`src/rtl/regbank_sched_if.sv`:
```
// Requester-side bundle for regbank_sched: two command ports (A, B)
// and their one-cycle response pulses sharing a single data line.
interface regbank_sched_if;
    logic       a_valid;
    logic       a_ready;
    logic       a_op;
    logic [2:0] a_lo;
    logic [2:0] a_hi;
    logic       a_val;
    logic       a_rsp_valid;

    logic       b_valid;
    logic       b_ready;
    logic       b_op;
    logic [2:0] b_lo;
    logic [2:0] b_hi;
    logic       b_val;
    logic       b_rsp_valid;

    logic       rsp_data;

    modport master (
        output a_valid, a_op, a_lo, a_hi, a_val,
        output b_valid, b_op, b_lo, b_hi, b_val,
        input  a_ready, a_rsp_valid,
        input  b_ready, b_rsp_valid,
        input  rsp_data
    );

    modport slave (
        input  a_valid, a_op, a_lo, a_hi, a_val,
        input  b_valid, b_op, b_lo, b_hi, b_val,
        output a_ready, a_rsp_valid,
        output b_ready, b_rsp_valid,
        output rsp_data
    );
endinterface

```
`src/rtl/regbank_sched.sv`:
```
// Round-robin two-port scheduler for the 8-entry 1-bit XOR bank.
// Range queries are built from two prefix queries: P(hi) ^ P(lo-1).
module regbank_sched (
    input  logic           clk,
    input  logic           reset,
    regbank_sched_if.slave req,
    output logic           busy,
    output logic [1:0]     bank_inst,
    output logic [2:0]     bank_idx,
    output logic           bank_xorval,
    input  logic           bank_rangexor
);

    typedef enum logic [2:0] {
        IDLE,
        UPD,
        QHI,
        QLO,
        RSP
    } state_t;

    state_t     state;
    state_t     state_n;

    logic       prio;
    logic       own_q;
    logic       val_q;
    logic       acc;
    logic [2:0] lo_q;
    logic [2:0] hi_q;

    logic       gnt_a;
    logic       gnt_b;
    logic       take;
    logic       sel_op;
    logic       sel_val;
    logic [2:0] sel_lo;
    logic [2:0] sel_hi;
    logic [2:0] min_b;
    logic [2:0] max_b;

    logic       a_rsp;
    logic       b_rsp;
    logic       rsp_d;

    // prio: 0 = A wins a tie, 1 = B wins a tie
    always_comb begin
        gnt_a = 1'b0;
        gnt_b = 1'b0;
        if (state == IDLE) begin
            gnt_a = req.a_valid & (~req.b_valid | ~prio);
            gnt_b = req.b_valid & (~req.a_valid | prio);
        end
    end

    assign take = gnt_a | gnt_b;

    always_comb begin
        sel_op  = req.a_op;
        sel_val = req.a_val;
        sel_lo  = req.a_lo;
        sel_hi  = req.a_hi;
        if (gnt_b) begin
            sel_op  = req.b_op;
            sel_val = req.b_val;
            sel_lo  = req.b_lo;
            sel_hi  = req.b_hi;
        end
    end

    // Swapped bounds are legal, so normalise before latching.
    assign min_b = (sel_lo < sel_hi) ? sel_lo : sel_hi;
    assign max_b = (sel_lo < sel_hi) ? sel_hi : sel_lo;

    always_comb begin
        state_n     = state;
        bank_inst   = 2'b11;
        bank_idx    = 3'd0;
        bank_xorval = 1'b0;
        a_rsp       = 1'b0;
        b_rsp       = 1'b0;
        rsp_d       = 1'b0;
        unique case (state)
            IDLE: begin
                if (take) begin
                    state_n = sel_op ? QHI : UPD;
                end
            end
            UPD: begin
                bank_inst   = 2'b00;
                bank_idx    = lo_q;
                bank_xorval = val_q;
                state_n     = IDLE;
            end
            QHI: begin
                bank_inst = 2'b01;
                bank_idx  = hi_q;
                state_n   = (lo_q == 3'd0) ? RSP : QLO;
            end
            QLO: begin
                bank_inst = 2'b01;
                bank_idx  = lo_q - 3'd1;
                state_n   = RSP;
            end
            RSP: begin
                a_rsp   = ~own_q;
                b_rsp   = own_q;
                rsp_d   = acc;
                state_n = IDLE;
            end
            default: begin
                state_n = IDLE;
            end
        endcase
    end

    always_ff @(posedge clk or posedge reset) begin
        if (reset) begin
            state <= IDLE;
            prio  <= 1'b0;
            acc   <= 1'b0;
            own_q <= 1'b0;
            val_q <= 1'b0;
            lo_q  <= 3'd0;
            hi_q  <= 3'd0;
        end else begin
            state <= state_n;
            if (take) begin
                prio  <= gnt_a;
                own_q <= gnt_b;
                val_q <= sel_val;
                lo_q  <= min_b;
                hi_q  <= max_b;
            end
            if (state == QHI) begin
                acc <= bank_rangexor;
            end else if (state == QLO) begin
                acc <= acc ^ bank_rangexor;
            end
        end
    end

    assign req.a_ready     = gnt_a;
    assign req.b_ready     = gnt_b;
    assign req.a_rsp_valid = a_rsp;
    assign req.b_rsp_valid = b_rsp;
    assign req.rsp_data    = rsp_d;
    assign busy            = (state != IDLE);

endmodule

```
`src/flat_wrapper.sv`:
```
// flat-port wrapper written by rule: the top's interface ports become plain ports
module regbank_sched_flat 
  (clk, reset, busy, bank_inst, bank_idx, bank_xorval, bank_rangexor, req_a_valid, req_a_op, req_a_lo, req_a_hi, req_a_val, req_b_valid, req_b_op, req_b_lo, req_b_hi, req_b_val, req_a_ready, req_a_rsp_valid, req_b_ready, req_b_rsp_valid, req_rsp_data);
  regbank_sched_if req_i ();
  input  logic clk;
  input  logic reset;
  output logic busy;
  output logic [1:0] bank_inst;
  output logic [2:0] bank_idx;
  output logic bank_xorval;
  input  logic bank_rangexor;
  input wire logic [$bits(req_i.a_valid)-1:0] req_a_valid;
  input wire logic [$bits(req_i.a_op)-1:0] req_a_op;
  input wire logic [$bits(req_i.a_lo)-1:0] req_a_lo;
  input wire logic [$bits(req_i.a_hi)-1:0] req_a_hi;
  input wire logic [$bits(req_i.a_val)-1:0] req_a_val;
  input wire logic [$bits(req_i.b_valid)-1:0] req_b_valid;
  input wire logic [$bits(req_i.b_op)-1:0] req_b_op;
  input wire logic [$bits(req_i.b_lo)-1:0] req_b_lo;
  input wire logic [$bits(req_i.b_hi)-1:0] req_b_hi;
  input wire logic [$bits(req_i.b_val)-1:0] req_b_val;
  output wire logic [$bits(req_i.a_ready)-1:0] req_a_ready;
  output wire logic [$bits(req_i.a_rsp_valid)-1:0] req_a_rsp_valid;
  output wire logic [$bits(req_i.b_ready)-1:0] req_b_ready;
  output wire logic [$bits(req_i.b_rsp_valid)-1:0] req_b_rsp_valid;
  output wire logic [$bits(req_i.rsp_data)-1:0] req_rsp_data;
  assign req_i.a_valid = req_a_valid;
  assign req_i.a_op = req_a_op;
  assign req_i.a_lo = req_a_lo;
  assign req_i.a_hi = req_a_hi;
  assign req_i.a_val = req_a_val;
  assign req_i.b_valid = req_b_valid;
  assign req_i.b_op = req_b_op;
  assign req_i.b_lo = req_b_lo;
  assign req_i.b_hi = req_b_hi;
  assign req_i.b_val = req_b_val;
  assign req_a_ready = req_i.a_ready;
  assign req_a_rsp_valid = req_i.a_rsp_valid;
  assign req_b_ready = req_i.b_ready;
  assign req_b_rsp_valid = req_i.b_rsp_valid;
  assign req_rsp_data = req_i.rsp_data;
  regbank_sched u_core (.clk(clk), .reset(reset), .req(req_i), .busy(busy), .bank_inst(bank_inst), .bank_idx(bank_idx), .bank_xorval(bank_xorval), .bank_rangexor(bank_rangexor));
endmodule
```
`config.mk`:
```
export PLATFORM = sky130hd
export DESIGN_NAME = regbank_sched_flat
export DESIGN_NICKNAME = d
export VERILOG_FILES = /design/src/rtl/regbank_sched_if.sv /design/src/rtl/regbank_sched.sv /design/src/flat_wrapper.sv
export SDC_FILE = /design/constraint.sdc
export NUM_CORES = 1
export LEC_CHECK = 0
export ABC_AREA = 1
export ABC_CLOCK_PERIOD_IN_PS = 2650
export CORE_ASPECT_RATIO = 1.5
export CORE_MARGIN = 3
export CORE_UTILIZATION = 45
export DETAILED_ROUTE_END_ITERATION = 8
export PLACE_DENSITY_LB_ADDON = 0.12
export SLEW_MARGIN = 25
export SYNTH_ARGS = -nofsm -noshare
export SYNTH_HDL_FRONTEND = slang
export SYNTH_SLANG_ARGS = --single-unit
```
`constraint.sdc`:
```
create_clock -name clk -period 2.65 [get_ports clk]
set_input_delay 0.6625 -clock clk [delete_from_list [all_inputs] [get_ports clk]]
set_output_delay 0.6625 -clock clk [all_outputs]
set_load 0.02 [all_outputs]
```
* Word-level counts from Yosys, hierarchy flattened
Index checks and enable logic that the tools add are counted.
** Storage, ports and cells
- Memories kept :: 0
- Bits in read-only memories :: 0
- Output and inout port bits :: 12
- Register bits after elaboration :: 13
- Bits in writable memories :: 0
- Word-level logic and storage cells :: 49
- Bits of input ports :: 21
- Bits in latches :: 0
** Cells by class
- Shift operators :: 0
- Add/sub/neg operators :: 1
- Bitwise operators :: 10
- Equal/unequal tests :: 5
- Divide/modulo/power cells :: 0
- $lt $le $gt $ge :: 1
- Multipliers :: 0
- Mux-type cells :: 20
- Reductions and logical operators :: 5
** Operators by type and width (number)
- 3-bit two-way mux :: 6
- 3-bit one-hot mux with 3 select lines :: 2
- 1-bit two-way mux :: 10
- 3-bit by 2-bit == test with 1-bit output, second input constant :: 2
- 3-bit zero test :: 2
- 1-bit inverter :: 4
- 2-bit one-hot mux with 2 select lines :: 1
- 3-bit by 1-bit == test with 1-bit output, second input constant :: 1
- 3-bit == test, second input constant :: 1
- 3-bit < comparator :: 1
- 1-bit OR :: 3
- 3-bit nonzero test :: 1
- 3-bit by 1-bit subtractor with 3-bit output, second input constant :: 1
- 1-bit AND :: 2
- 2-bit two-way mux :: 1
- 2-bit by 1-bit != test with 1-bit output, second input constant :: 1
- 2-bit nonzero test :: 1
- 2-bit OR reduction :: 1
- 1-bit XOR :: 1

* Depth between registers and ports, before layout
- Depth after elaboration :: 8
- Depth in mapped cells :: 16
- Mapped depth without buffers :: 15

* Worst setup path after synthesis
No wires, ideal clock.
- Path type :: input -> register
- Start point :: in req_b_valid
- End point :: reg u_core.lo_q[1]
- Buffers on the path :: 0
- Library setup time :: 0.118 ns
- Required time :: 2.532 ns
- Arrival :: 2.227 ns
- Setup slack :: 0.305 ns
- Stages on the path :: 12
- Cell sequence :: inv_1 > a21oi_4 > nand2_4 > clkinv_2 > or2_2 > o21ai_0 > inv_1 > ha_1 > a21oi_1 > nand3_1 > nand3_1 > nand2_1
** On the way
- Longest elaborated chain between the ends :: 5
- Elaborated cells between the ends (all ways) :: 11
- Those cells by class :: order compare: 1; mux: 5; bitwise: 5
** RTL lines
- start: declaration :: RTL line flat_wrapper.sv:17 : input wire logic [$bits(req_i.b_valid)-1:0] req_b_valid;
- 1-bit AND (*) :: RTL line regbank_sched.sv:52 : gnt_b = req.b_valid & (~req.a_valid | prio);
- 1-bit two-way mux (*) :: RTL line regbank_sched.sv:50 : if (state == IDLE) begin
- net req_b_ready :: RTL line flat_wrapper.sv:24 : output wire logic [$bits(req_i.b_ready)-1:0] req_b_ready;
- 3-bit two-way mux :: RTL line regbank_sched.sv:63 : if (gnt_b) begin
- 3-bit < comparator :: RTL line regbank_sched.sv:72 : assign min_b = (sel_lo < sel_hi) ? sel_lo : sel_hi;
- 3-bit two-way mux :: RTL line regbank_sched.sv:72
- end signal: assignment :: RTL line regbank_sched.sv:132 : lo_q <= min_b;
- end: declaration :: RTL line regbank_sched.sv:29 : logic [2:0] lo_q;
The timed path passes the listed nets; every way through them passes the cells marked *.
A chain may end at the register's enable or synchronous reset.

* Worst setup path after layout
- Start point :: in req_b_valid
- End point :: out req_b_ready
** On the way
- Longest elaborated chain between the ends :: 2
** RTL lines (RTL line)
- 1-bit AND :: regbank_sched.sv:52
- 1-bit two-way mux :: regbank_sched.sv:50
- end: declaration :: flat_wrapper.sv:24
Every way passes these cells.

==> flow_summary.json <==
{
  "status": "complete, no violations",
  "synthMuxAreaShare": 0,
  "cts_tree": "yes",
  "place.gp.congestion": 0.763,
  "drt-wirelength-per-cell_um": 11.0,
  "drt_iter0_drc": 9,
  "critPathMaxFanout": 7,
  "clock_path_buffers": 2,
  "core_area_um2": 2050,
  "final_cell_area_um2": 1450,
  "yosysTopAreaCell": "dfrtp_1",
  "grt_overflow": 0,
  "synthTopCellsByCount": "nand2_1 (32), inv_1 (24), dfrtp_1 (13)",
  "period_share": 0.932,
  "postRouteWirelength_um": 2260,
  "reg2reg_depth": 15,
  "synth_top_family_by_area": "simple AND/OR/NAND/NOR gates",
  "synth_top_area_frac": 0.332,
  "cts_sinks": 13,
  "rr_startpoint": "u_core.state[0]$_DFFE_PP0P_",
  "clock_latency_ns": 0.27,
  "synthArstFlopShare": 1.00,
  "syn-num-nets": 162,
  "p_switching_uw": 721,
  "power_frac_clock": 0.079,
  "synthSimpleGateAreaFrac": 0.324,
  "p_leak_uw": 0.000778,
  "start_util": 0.478,
  "drt-pass1-iter-count": 4,
  "htreeDepth": 1,
  "worstSetupPathType": "in2out",
  "grt_usage": 0.186,
  "cts_hold_buf": 0,
  "nNetsFinal": 211,
  "p_sw_frac": 0.477,
  "seqPwrFrac": 0.227,
  "p_per_area_nw_per_um2": 1050,
  "num_rows": 20,
  "syn_area_um2": 981,
  "drv_slew": 0,
  "io_pins": 33,
  "place_ws_ns": -0.134,
  "r2r-end": "u_core.hi_q[0]$_DFFE_PP0P_",
  "p_int_uw": 791,
  "synth_edf_count": 0,
  "numCtsBuffers": 3,
  "hold_viol_final": 0,
  "regToRegSetupSlack_ns": 0.52,
  "fin_ws_ns": 0.179,
  "vias": 1009,
  "via_per_inst": 4.92,
  "crit_path_end_kind": "output pin",
  "ys.flop_type": "dfrtp_1",
  "worstMarginPinSlew_ns": 0.463,
  "area_growth_pct": 47.3,
  "grt_start_max_net_pins": 14,
  "peakVddDrop_mv": 0.547,
  "synth_area_leaders": "dfrtp_1 (33%), nand2_1 (12%), inv_1 (9.2%)",
  "synth.avg_cell_area_um2": 7.27,
  "ant_nets": 0,
  "grt_pass1_vias": 1068,
  "drive_above_1_share": 0.175,
  "hold_path.class": "reg2reg",
  "combPwrFrac": 0.695,
  "min_to": "u_core.lo_q[0]$_DFFE_PP0P_",
  "crit_required_ns": 1.99,
  "synth_xor_area_frac": 0.0179,
  "min_period_ns": 2.47,
  "diodes": 0,
  "ff_latch_area_um2": 325,
  "route.detailed.drc": 0,
  "synth_compound_area_frac": 0.134,
  "yosysSeqAreaShare": 0.332,
  "critPathLaunchType": "input pin",
  "die_x_um": 44.1,
  "grt_antenna_before_repair": 0,
  "yosys_warnings": 0,
  "post_cts_buffers": 0,
  "cap_violations": 0,
  "path_clk_slew_ns": 0.07,
  "slew_headroom": 0.691,
  "clockRootBuffer": "clkbuf_4",
  "holdCritStartpoint": "u_core.lo_q[0]$_DFFE_PP0P_",
  "syn_inst": 135,
  "fin_skew_ns": 0.00446,
  "port_buffers": 32,
  "cp.arrival_ns": 1.81,
  "grt_pass1_wl_um": 4020,
  "setup_violations": 0,
  "die-area_um2": 2790,
  "rsz0062_at_grt": "false",
  "fin_hold_ws_ns": 0.480,
  "setup_tns_ns": 0,
  "worstHoldPathCells": 2,
  "multi_input_area_um2": 547,
  "die_h_um": 63.2,
  "fmax_ghz": 0.405,
  "synthAdderAreaFrac": 0.0765,
  "yosys_register_bits": 13,
  "fillCellCount": 185,
  "placed_area_um2": 1420,
  "dp_hpwl_um": 2070,
  "synth_cell_types": 29,
  "synth_most_common_cell": "nand2_1"
}
==> worst max-delay path by stage <==
| stage | start | end | slack [ns] |
|---|---|---|---|
| 6_report | req_b_valid | req_b_ready | 0.18 |
| 5_1_grt | req_b_valid | u_core.hi_q[1]$_DFFE_PP0P_ | 0.02 |
| 4_1_cts | u_core.state[2]$_DFFE_PP0P_ | bank_xorval | 0.05 |
| 3_5_place_dp | req_a_valid | u_core.hi_q[0]$_DFFE_PP0P_ | -0.13 |
| 3_3_place_gp | req_b_valid | req_b_ready | -0.08 |
| 2_1_floorplan | req_b_valid | u_core.lo_q[1]$_DFFE_PP0P_ | 0.31 |
==> power groups by stage <==
stage | Combinational (uW) | Clock (uW) | Sequential (uW)
2_1_floorplan | 690 | 0 | 342
3_3_place_gp | 1040 | 0 | 342
3_5_place_dp | 1080 | 0 | 346
4_1_cts | 1060 | 120 | 344
5_1_grt | 1190 | 129 | 357
6_report | 1050 | 119 | 343
==> per-layer routing <==
layer | vias up | global-route usage | part of all wire
li1 | 518 | - | -
met1 | 459 | 0.151 | 0.32
met2 | 28 | 0.398 | 0.62
met3 | 4 | 0.0143 | 0.042
met4 | 0 | 0.0830 | 0.020
met5 | - | 0 | 0
==> layout by cell type, fill, tap and decap left out, drive strengths merged <==
cell           count
a21oi              6
ha                 6
o211ai             2
o21ai             10
xor2               1
dfrtp             13
nor2              13
o221ai             1
buf               13
xnor2              1
inv               26
nand3             10
or2                4
clkbuf             4
clkdlybuf4s50     25
clkinv             1
dlymetal6s2s       2
dlygate4sd2        5
o22ai              2
nor3               1
nand3b             1
nand2             36
==> registers in the layout, indices dropped and copies added (netlist names) <==
name / flops
u_core.hi_q: 3
u_core.own_q: 1
u_core.prio: 1
u_core.val_q: 1
u_core.lo_q: 3
u_core.acc: 1
u_core.state: 3
==> final cells by class <==
cell class,count,share of cell area
tap,22,0.0190
clock buffer,4,0.0182
timing repair buffer,45,0.288
inverter,27,0.0710
multi-input combinational,94,0.378
sequential,13,0.225
==> kinds of logic after synthesis <==
| group | after synthesis |
|---|---|
| buf+inv | 28 |
| flops | 13 |
| xor+xnor | 2 |
| simple gates | 65 |
| fa+ha+maj | 6 |
| compound gates | 21 |
==> critical path, cell delays in order <==
cell and delay (ns):
clkdlybuf4s50_1 0.45, inv_1 0.07, a21oi_4 0.15, nand2_4 0.09
clkinv_2 0.06, dlygate4sd2_1 0.33
==> metrics by stage <==
stage / instances / power (uW) / utilization
5_1_grt: 205 / 1670 / 0.704
3_3_place_gp: 201 / 1380 / 0.690
3_5_place_dp: 201 / 1430 / 0.690
6_report: 205 / 1510 / 0.704
4_1_cts: 205 / 1530 / 0.702
2_1_floorplan: 135 / 1030 / -
==> repair_timing <==
item                                    CTS  global route
cloned                                    0             0
resized for setup                         7             3
endpoints found under the setup margin    5             3
pin swaps                                 0             0
Power figures use the tool's default switching activity.
